## src/rtl/aes_ctrl_pkg.sv

```systemverilog
// Shared constants and state encoding for the AES-256 round sequencing controller.
package aes_ctrl_pkg;

    localparam int NR        = 14;
    localparam int KEY_WORDS = 16;
    localparam int WORD_W    = 16;
    localparam int ROUND_W   = 4;

    typedef enum logic [2:0] {
        IDLE,
        READY,
        INIT,
        ROUND,
        DONE
    } ctrl_state_t;

endpackage

```

## src/rtl/aes_key_word_loader.sv

```systemverilog
// Streams 16-bit key words into the key register file and tracks key completeness.
module aes_key_word_loader
    import aes_ctrl_pkg::*;
#(
    parameter int KEY_WORDS = aes_ctrl_pkg::KEY_WORDS,
    parameter int WORD_W    = aes_ctrl_pkg::WORD_W
) (
    input  logic              clk,
    input  logic              rst,
    input  logic              busy,
    input  logic              key_we,
    input  logic [WORD_W-1:0] key_word,
    output logic              key_wr_en,
    output logic [3:0]        key_wr_addr,
    output logic [WORD_W-1:0] key_wr_data,
    output logic              key_loaded,
    output logic              key_err,
    output logic              key_set,
    output logic              key_clear
);

    localparam logic [3:0] LAST_ADDR = 4'(KEY_WORDS - 1);

    logic              accept;
    logic [3:0]        wptr_reg, wptr_next;
    logic              key_wr_en_reg;
    logic [3:0]        key_wr_addr_reg;
    logic [WORD_W-1:0] key_wr_data_reg;
    logic              key_loaded_reg, key_loaded_next;
    logic              key_err_reg;

    assign accept    = key_we & ~busy;
    // Clearing acts on the strobe itself so ready drops before a stale key can be used.
    assign key_clear = accept & (wptr_reg == 4'd0);
    assign key_set   = key_wr_en_reg & (key_wr_addr_reg == LAST_ADDR);

    always_comb begin
        wptr_next       = wptr_reg;
        key_loaded_next = key_loaded_reg;
        if (accept) begin
            wptr_next = (wptr_reg == LAST_ADDR) ? 4'd0 : wptr_reg + 4'd1;
        end
        if (key_clear) begin
            key_loaded_next = 1'b0;
        end else if (key_set) begin
            key_loaded_next = 1'b1;
        end
    end

    always_ff @(posedge clk) begin
        if (rst) begin
            wptr_reg        <= '0;
            key_wr_en_reg   <= 1'b0;
            key_wr_addr_reg <= '0;
            key_wr_data_reg <= '0;
            key_loaded_reg  <= 1'b0;
            key_err_reg     <= 1'b0;
        end else begin
            wptr_reg       <= wptr_next;
            key_wr_en_reg  <= accept;
            key_loaded_reg <= key_loaded_next;
            key_err_reg    <= key_we & busy;
            if (accept) begin
                key_wr_addr_reg <= wptr_reg;
                key_wr_data_reg <= key_word;
            end
        end
    end

    assign key_wr_en   = key_wr_en_reg;
    assign key_wr_addr = key_wr_addr_reg;
    assign key_wr_data = key_wr_data_reg;
    assign key_loaded  = key_loaded_reg;
    assign key_err     = key_err_reg;

endmodule

```

## src/rtl/aes_round_ctrl.sv

```systemverilog
// Sequences key loading, the initial AddRoundKey and rounds 1..NR of the iterative AES-256 core.
module aes_round_ctrl
    import aes_ctrl_pkg::*;
#(
    parameter int KEY_WORDS = aes_ctrl_pkg::KEY_WORDS,
    parameter int WORD_W    = aes_ctrl_pkg::WORD_W,
    parameter int NR        = aes_ctrl_pkg::NR
) (
    input  logic              clk,
    input  logic              rst,
    input  logic              key_we,
    input  logic [WORD_W-1:0] key_word,
    output logic              key_wr_en,
    output logic [3:0]        key_wr_addr,
    output logic [WORD_W-1:0] key_wr_data,
    output logic              key_loaded,
    output logic              key_err,
    input  logic              start,
    output logic              ready,
    output logic              busy,
    output logic              ld_state,
    output logic              ks_en,
    output logic              round_en,
    output logic [3:0]        round_idx,
    output logic              final_round,
    output logic              done
);

    localparam logic [ROUND_W-1:0] LAST_ROUND = ROUND_W'(NR);

    ctrl_state_t        state_reg, state_next;
    logic [ROUND_W-1:0] round_reg, round_next;
    logic ready_reg, ready_next;
    logic busy_reg, busy_next;
    logic ld_state_reg, ld_state_next;
    logic ks_en_reg, ks_en_next;
    logic round_en_reg, round_en_next;
    logic final_round_reg, final_round_next;
    logic done_reg, done_next;
    logic key_lock, key_set, key_clear, start_ok;

    // Key writes are refused from INIT until the DONE cycle has passed.
    assign key_lock = (state_reg == INIT) || (state_reg == ROUND) || (state_reg == DONE);
    assign start_ok = start & ready_reg & ~key_we;

    aes_key_word_loader #(
        .KEY_WORDS (KEY_WORDS),
        .WORD_W    (WORD_W)
    ) u_loader (
        .clk         (clk),
        .rst         (rst),
        .busy        (key_lock),
        .key_we      (key_we),
        .key_word    (key_word),
        .key_wr_en   (key_wr_en),
        .key_wr_addr (key_wr_addr),
        .key_wr_data (key_wr_data),
        .key_loaded  (key_loaded),
        .key_err     (key_err),
        .key_set     (key_set),
        .key_clear   (key_clear)
    );

    always_comb begin
        state_next = state_reg;
        round_next = round_reg;
        case (state_reg)
            IDLE: begin
                if (key_set && !key_clear) state_next = READY;
            end
            READY: begin
                if (key_clear) begin
                    state_next = IDLE;
                end else if (start_ok) begin
                    state_next = INIT;
                    round_next = '0;
                end
            end
            INIT: begin
                state_next = ROUND;
                round_next = {{(ROUND_W-1){1'b0}}, 1'b1};
            end
            ROUND: begin
                // Counter holds at NR; the exit to DONE is taken from that value.
                if (round_reg == LAST_ROUND) state_next = DONE;
                else                         round_next = round_reg + 1'b1;
            end
            DONE: begin
                if (start_ok) begin
                    state_next = INIT;
                    round_next = '0;
                end else begin
                    state_next = READY;
                end
            end
            default: state_next = IDLE;
        endcase

        // Outputs are decoded from the next state so every one is a flop.
        ready_next       = (state_next == READY) || (state_next == DONE);
        busy_next        = (state_next == INIT) || (state_next == ROUND);
        ld_state_next    = (state_next == INIT);
        round_en_next    = (state_next == ROUND);
        final_round_next = (state_next == ROUND) && (round_next == LAST_ROUND);
        ks_en_next       = (state_next == INIT) ||
                           ((state_next == ROUND) && (round_next != LAST_ROUND));
        done_next        = (state_next == DONE);
    end

    always_ff @(posedge clk) begin
        if (rst) begin
            state_reg       <= IDLE;
            round_reg       <= '0;
            ready_reg       <= 1'b0;
            busy_reg        <= 1'b0;
            ld_state_reg    <= 1'b0;
            ks_en_reg       <= 1'b0;
            round_en_reg    <= 1'b0;
            final_round_reg <= 1'b0;
            done_reg        <= 1'b0;
        end else begin
            state_reg       <= state_next;
            round_reg       <= round_next;
            ready_reg       <= ready_next;
            busy_reg        <= busy_next;
            ld_state_reg    <= ld_state_next;
            ks_en_reg       <= ks_en_next;
            round_en_reg    <= round_en_next;
            final_round_reg <= final_round_next;
            done_reg        <= done_next;
        end
    end

    assign ready       = ready_reg;
    assign busy        = busy_reg;
    assign ld_state    = ld_state_reg;
    assign ks_en       = ks_en_reg;
    assign round_en    = round_en_reg;
    assign round_idx   = round_reg;
    assign final_round = final_round_reg;
    assign done        = done_reg;

endmodule

```

## config.mk

```make
export PLATFORM = sky130hd
export DESIGN_NAME = aes_round_ctrl
export DESIGN_NICKNAME = d
export VERILOG_FILES = /design/src/rtl/aes_ctrl_pkg.sv /design/src/rtl/aes_key_word_loader.sv /design/src/rtl/aes_round_ctrl.sv
export SDC_FILE = /design/constraint.sdc
export NUM_CORES = 1
export LEC_CHECK = 0
export BUFFER_PORTS_ARGS = -buffer_cell sky130_fd_sc_hd__buf_2
export CORE_UTILIZATION = 30
export DETAILED_ROUTE_END_ITERATION = 6
export GPL_TIMING_DRIVEN = 0
export PLACE_DENSITY = 0.6
export SYNTH_ARGS = -nofsm -noshare
export SYNTH_HDL_FRONTEND = slang
export SYNTH_HIERARCHICAL = 1
export SYNTH_SLANG_ARGS = --single-unit
```

## constraint.sdc

```tcl
create_clock -name clk -period 2.69 [get_ports clk]
set_clock_uncertainty 0.15 [all_clocks]
set_input_delay 0.269 -clock clk [delete_from_list [all_inputs] [get_ports clk]]
set_output_delay 0.269 -clock clk [all_outputs]
set_load 0.02 [all_outputs]
```

Yosys cells after proc, flatten, opt, wreduce, memory -nomap -nowiden
Index checks and enable logic that the tools add are counted.

Bits in registers: 41. Output and inout bits: 34. Word-level logic and storage cells: 61. Input bits: 20.

Muxes and demuxes: 11. Add/sub/neg operators: 2. Eq/ne operators: 13. Bitwise operators: 8. Reduce and logical (&&, ||, !) cells: 12.

Operator list (number): 4-bit equality test (second input constant) (4); 4-bit 2-to-1 mux (4); 4-bit case mux with 4 select lines (1); 3-bit case mux with 5 select lines (1); 3-bit by 2-bit equality test with 1-bit output (second input constant) (4); 3-bit 2-to-1 mux (4); 4-bit by 1-bit adder with 4-bit output (second input constant) (2); 1-bit AND (6); 3-bit by 1-bit equality test with 1-bit output (second input constant) (2); 3-bit equality test (second input constant) (2); 1-bit logical OR (5); 4-bit zero test (1); 4-bit inequality test (second input constant) (1); 1-bit logical AND (3); 3-bit zero test (1); 2-bit 2-to-1 mux (1); 1-bit inverter (2); 2-bit OR reduction (1); 1-bit zero test (1).

Depth between registers and ports, before layout
Word-level depth: 13. Gate-level depth with buffers: 12. Gate-level depth less buffers: 9.

By module
Netlist, hierarchy kept.

By module, submodules not included: aes_key_word_loader (cells each 124, seq. area each 540.5 sq um, area an instance 1003.5 sq um, times used 1); aes_round_ctrl (cells each 72, seq. area each 280.3 sq um, area an instance 709.4 sq um, times used 1).

Worst setup path before layout
No wires, ideal clock.

Kind: flip-flop to flip-flop. Start point: reg state_reg[2]. End point: reg ready_reg (netlist: ready). Buffers on the path: 2. Path slack: 0.164 ns. Clock period less this slack: 2.526 ns. Cell stages (with the launch flop): 12. Setup time: 0.120 ns. Data arrival time: 2.256 ns. Data required time: 2.420 ns. Cells stage by stage: dfxtp_1 nand2b_2 buf_6 o21ai_0 nand2b_1 buf_2 nor4b_2 nor2_1 a32oi_1 o32a_1 nor3_1 or2_1.

Cells in the longest elaborated chain, start to end: 12. Elaborated cells between the ends (all ways): 20. Classes of those cells: eq/ne (6); mux (5); bitwise (3); reduce/logical (6).

RTL lines: from (decl) (line aes_round_ctrl.sv:31) `ctrl_state_t state_reg, state_next;`; from (signal assigned) (line aes_round_ctrl.sv:122) `state_reg <= state_next;`; 3-bit by 2-bit equality test with 1-bit output (line aes_round_ctrl.sv:43) `assign key_lock = (state_reg == INIT) || (state_reg == ROUND) || (state_reg == DONE);`; 1-bit logical OR (line aes_round_ctrl.sv:43); 1-bit logical OR * (line aes_round_ctrl.sv:43); net key_lock (line aes_round_ctrl.sv:40) `logic key_lock, key_set, key_clear, start_ok;`; 1-bit inverter * (line aes_key_word_loader.sv:32) `assign accept = key_we & ~busy;`; 1-bit AND * (line aes_key_word_loader.sv:32); 1-bit AND * (line aes_key_word_loader.sv:34) `assign key_clear = accept & (wptr_reg == 4'd0);`; net key_clear (line aes_round_ctrl.sv:40); 1-bit zero test (line aes_round_ctrl.sv:69) `if (key_set && !key_clear) state_next = READY;`; 1-bit logical AND (line aes_round_ctrl.sv:69); 3-bit 2-to-1 mux (line aes_round_ctrl.sv:69); 3-bit case mux with 5 select lines * (line aes_round_ctrl.sv:67) `case (state_reg)`; 3-bit by 1-bit equality test with 1-bit output or 3-bit equality test (tied branches) (line aes_round_ctrl.sv:100) `ready_next = (state_next == READY) || (state_next == DONE);`; 1-bit logical OR * (line aes_round_ctrl.sv:100); to (signal assigned) (line aes_round_ctrl.sv:124) `ready_reg <= ready_next;`; to (decl) (line aes_round_ctrl.sv:33) `logic ready_reg, ready_next;`.

The timed path passes the listed nets; every way through them passes the cells marked *. A chain may end at the register's enable or synchronous reset.

Final worst setup path
Same ends and word-level chain as after synthesis.

==> summary.md <==
| Metric | Value |
|---|---|
| H-tree depth | `2` |
| Unrepaired setup endpoints after global routing | `false` |
| DIE HEIGHT | `77.6 µm` |
| Sequential area share after synthesis | `0.479` |
| Yosys cell types | `40` |
| Via count | `1554` |
| Starting Density | `0.311` |
| Power per standard cell area | `569 nW/µm²` |
| Clock Latency Late Sink | `290 ps` |
| CP Launch Type | `register` |
| Number of global-route vias before repair | `1424` |
| CTS Root Cell | `clkbuf_8` |
| Core area | `5510 µm²` |
| Bufs on Longest Clock Path | `2` |
| Final nets | `281` |
| Overflow after GRT | `0` |
| Clock transition at path regs | `80 ps` |
| Diodes inserted | `0` |
| Largest stage delay, worst path | `390 ps` |
| Top-area cell type share of the netlist area | `0.479` |
| Hold/Removal Path Class | `in2reg` |
| Hold slack | `57.1 ps` |
| Final Cycle Share | `0.911` |
| Gpl congestion | `0.809` |
| Residual DRC | `0` |
| Tightest Pin Transition | `453 ps` |
| Pleak | `0.984 nW` |
| Cell area after synthesis | `1710 µm²` |
| Initial antenna violation count | `0` |
| Num ports | `54` |
| CTS tree | `yes` |
| DR vias/cell | `4.71` |
| CTS buffer count | `5` |
| Setup CP Type | `reg2reg` |
| Max FO, Critical Path | `10` |
| Worst Setup End Kind | `register` |
| Largest net degree at the start of global routing | `14` |
| Routed WL | `3800 µm` |
| Row cnt | `27` |
| Final core occ | `0.399` |
| Worst r2r path cells | `11` |
| Crit-path slowest cell | `dfxtp_4` |
| Setup violators final | `0` |
| Max Fclk | `0.408 GHz` |
| Post-route setup TNS | `0 ps` |
| Avg Inst Size Synth | `8.74 µm²` |
| Die area | `6020 µm²` |
| First-pass GRT wire length | `6380 µm` |
| Share of cells above drive strength 1 | `0.326` |
| Critical Path RT | `2780 ps` |
| Worst vdd rail ir drop | `283 µV` |
| DRT iter0 DRCs | `63` |
| Max transition margin | `0.698` |
| CP arrival | `2540 ps` |
| Max-slew violations | `0` |
| Mapped Cells | `196` |
| Min Tclk post-route | `2450 ps` |
| Net Count, Synth | `220` |
| Port bufs | `52` |
| Yosys top cell by area | `dfxtp_1` |
| Total GRT Usage | `0.133` |
| Final ANT Viol Nets | `0` |
| Die width | `77.6 µm` |
| Layout area overhead | `28.4%` |
| Number of synthesized register bits | `41` |
| Final Hold Vio Count | `0` |
| Cells along the critical path | `nand2b_2, buf_6, o21ai_2, nand2b_1, buf_2, nor4b_4, nor2_1, a32oi_1, a2bb2o_2, nor3_1, or2_1` |
| Hold path cells | `3` |
| Avg WL per Cell | `11.5 µm` |
| Outcome | `complete, no violations` |
| Max Cap Viol | `0` |
| CTS Sinks | `41` |
| Max reg flops | `16` |
| Ys Warns | `6` |
| DP HPWL | `2790 µm` |
| Synth area leaders | `dfxtp_1, nand2_1, a21oi_1, ha_1, nor2_1` |
| DRT Pass-1 Iters | `4` |
worst paths after layout:
| path | startpoint | to | slack (ps) |
|---|---|---|---|
| setup / recovery | state_reg[2] | ready | 240 |
| hold / removal | key_word[14] | u_loader/key_wr_data[14] | 60 |
| setup reg to reg | state_reg[2] | ready | 240 |
| hold reg to reg | u_loader/key_wr_data[4] | u_loader/key_wr_data[4] | 300 |
placed cells by master, fill, tap and decap left out, types with 2 or more instances in the layout:
cell	n
buf_2	57
nand2_1	46
dfxtp_1	40
a21oi_1	25
nor2_1	12
inv_1	6
clkbuf_8	6
nor3_1	5
nor2b_1	5
nand3_1	4
ha_1	4
nand3b_1	3
clkbuf_1	3
buf_6	2
nand2b_1	2
o21ai_2	2
nor3b_2	2
o21ai_0	2
a31oi_1	2
a32oi_1	2
a41oi_1	2
where the power goes:
group | total [mW] | internal, mW | switching (mW)
combinational | 0.182 | 0.0731 | 0.109
sequential | 0.651 | 0.632 | 0.0189
clock | 0.419 | 0.208 | 0.211
worst max-delay path: cells and delay by family (launching register included):
| family | cells | cell delay, ps |
|---|---|---|
| flip-flops | 1 | 390 |
| AND/OR/NAND/NOR | 6 | 960 |
| buffers and inverters | 2 | 300 |
| AO/OA/AOI/OAI | 3 | 600 |
cell families (layout without fill, tap and decap cells):
group           after synthesis  count (layout)  share of synthesized area
compound gates               43              43                      0.162
xor+xnor                      1               1                    0.00511
fa+ha+maj                     4               4                     0.0292
buf+inv                      17              79                     0.0592
flops                        41              41                      0.479
mux                           1               1                    0.00584
simple gates                 89              89                      0.259
routing by layer:
metal	share of wire	wire (µm)	global-route usage
met4	0.023	86	0.0623
met5	0	0	0
met2	0.44	1680	0.207
met1	0.46	1750	0.163
met3	0.075	287	0.0459
final cells by class:
type | count | area, µm²
inverters | 6 | 22.5
repair buffers | 54 | 278
clock inverters | 2 | 13.8
flip-flops and latches | 41 | 825
plain buffers | 11 | 78.8
fillers | 585 | 3310
well taps | 72 | 90.1
multi-input cells | 138 | 810
clock buffers | 6 | 82.6
metrics by stage:
stage | setup slack [ps] | instance area [µm²] | std cells | total power, mW
2_1_floorplan | 164 | 1710 | 196 | 0.781
3_3_place_gp | -181 | 2060 | 320 | 0.839
3_5_place_dp | -265 | 2060 | 320 | 0.841
4_1_cts | 27.4 | 2190 | 330 | 1.27
5_1_grt | 37.7 | 2200 | 330 | 1.32
6_report | 240 | 2200 | 330 | 1.25
cell usage after synthesis, drive strengths merged:
master,instances
nor2b,5
nor4b,1
a41oi,2
nand2b,4
and3b,1
nor3b,2
o31ai,1
clkbuf,3
nor2,12
or4,1
nand2,46
a32oi,2
ha,4
a2bb2o,1
nand3b,3
nor3,6
o21ai,4
a32o,1
or3b,1
dfxtp,41
a21oi,25
xor2,1
o32a,1
o21ba,1
or2,1
nand4,1
inv,6
nand4b,1
a31o,1
a31oi,2
nand3,4
a311oi,2
buf,8
mux2i,1
what timing repair did:
action                                 CTS  global route
hold buffers                             1             0
endpoints found under the hold margin    7             0
setup buffers                            1             0
resized for setup                        3             4
pin swaps                                0             1
setup endpoints to repair                9             7
No activity file was read; power rests on OpenSTA's default activity.
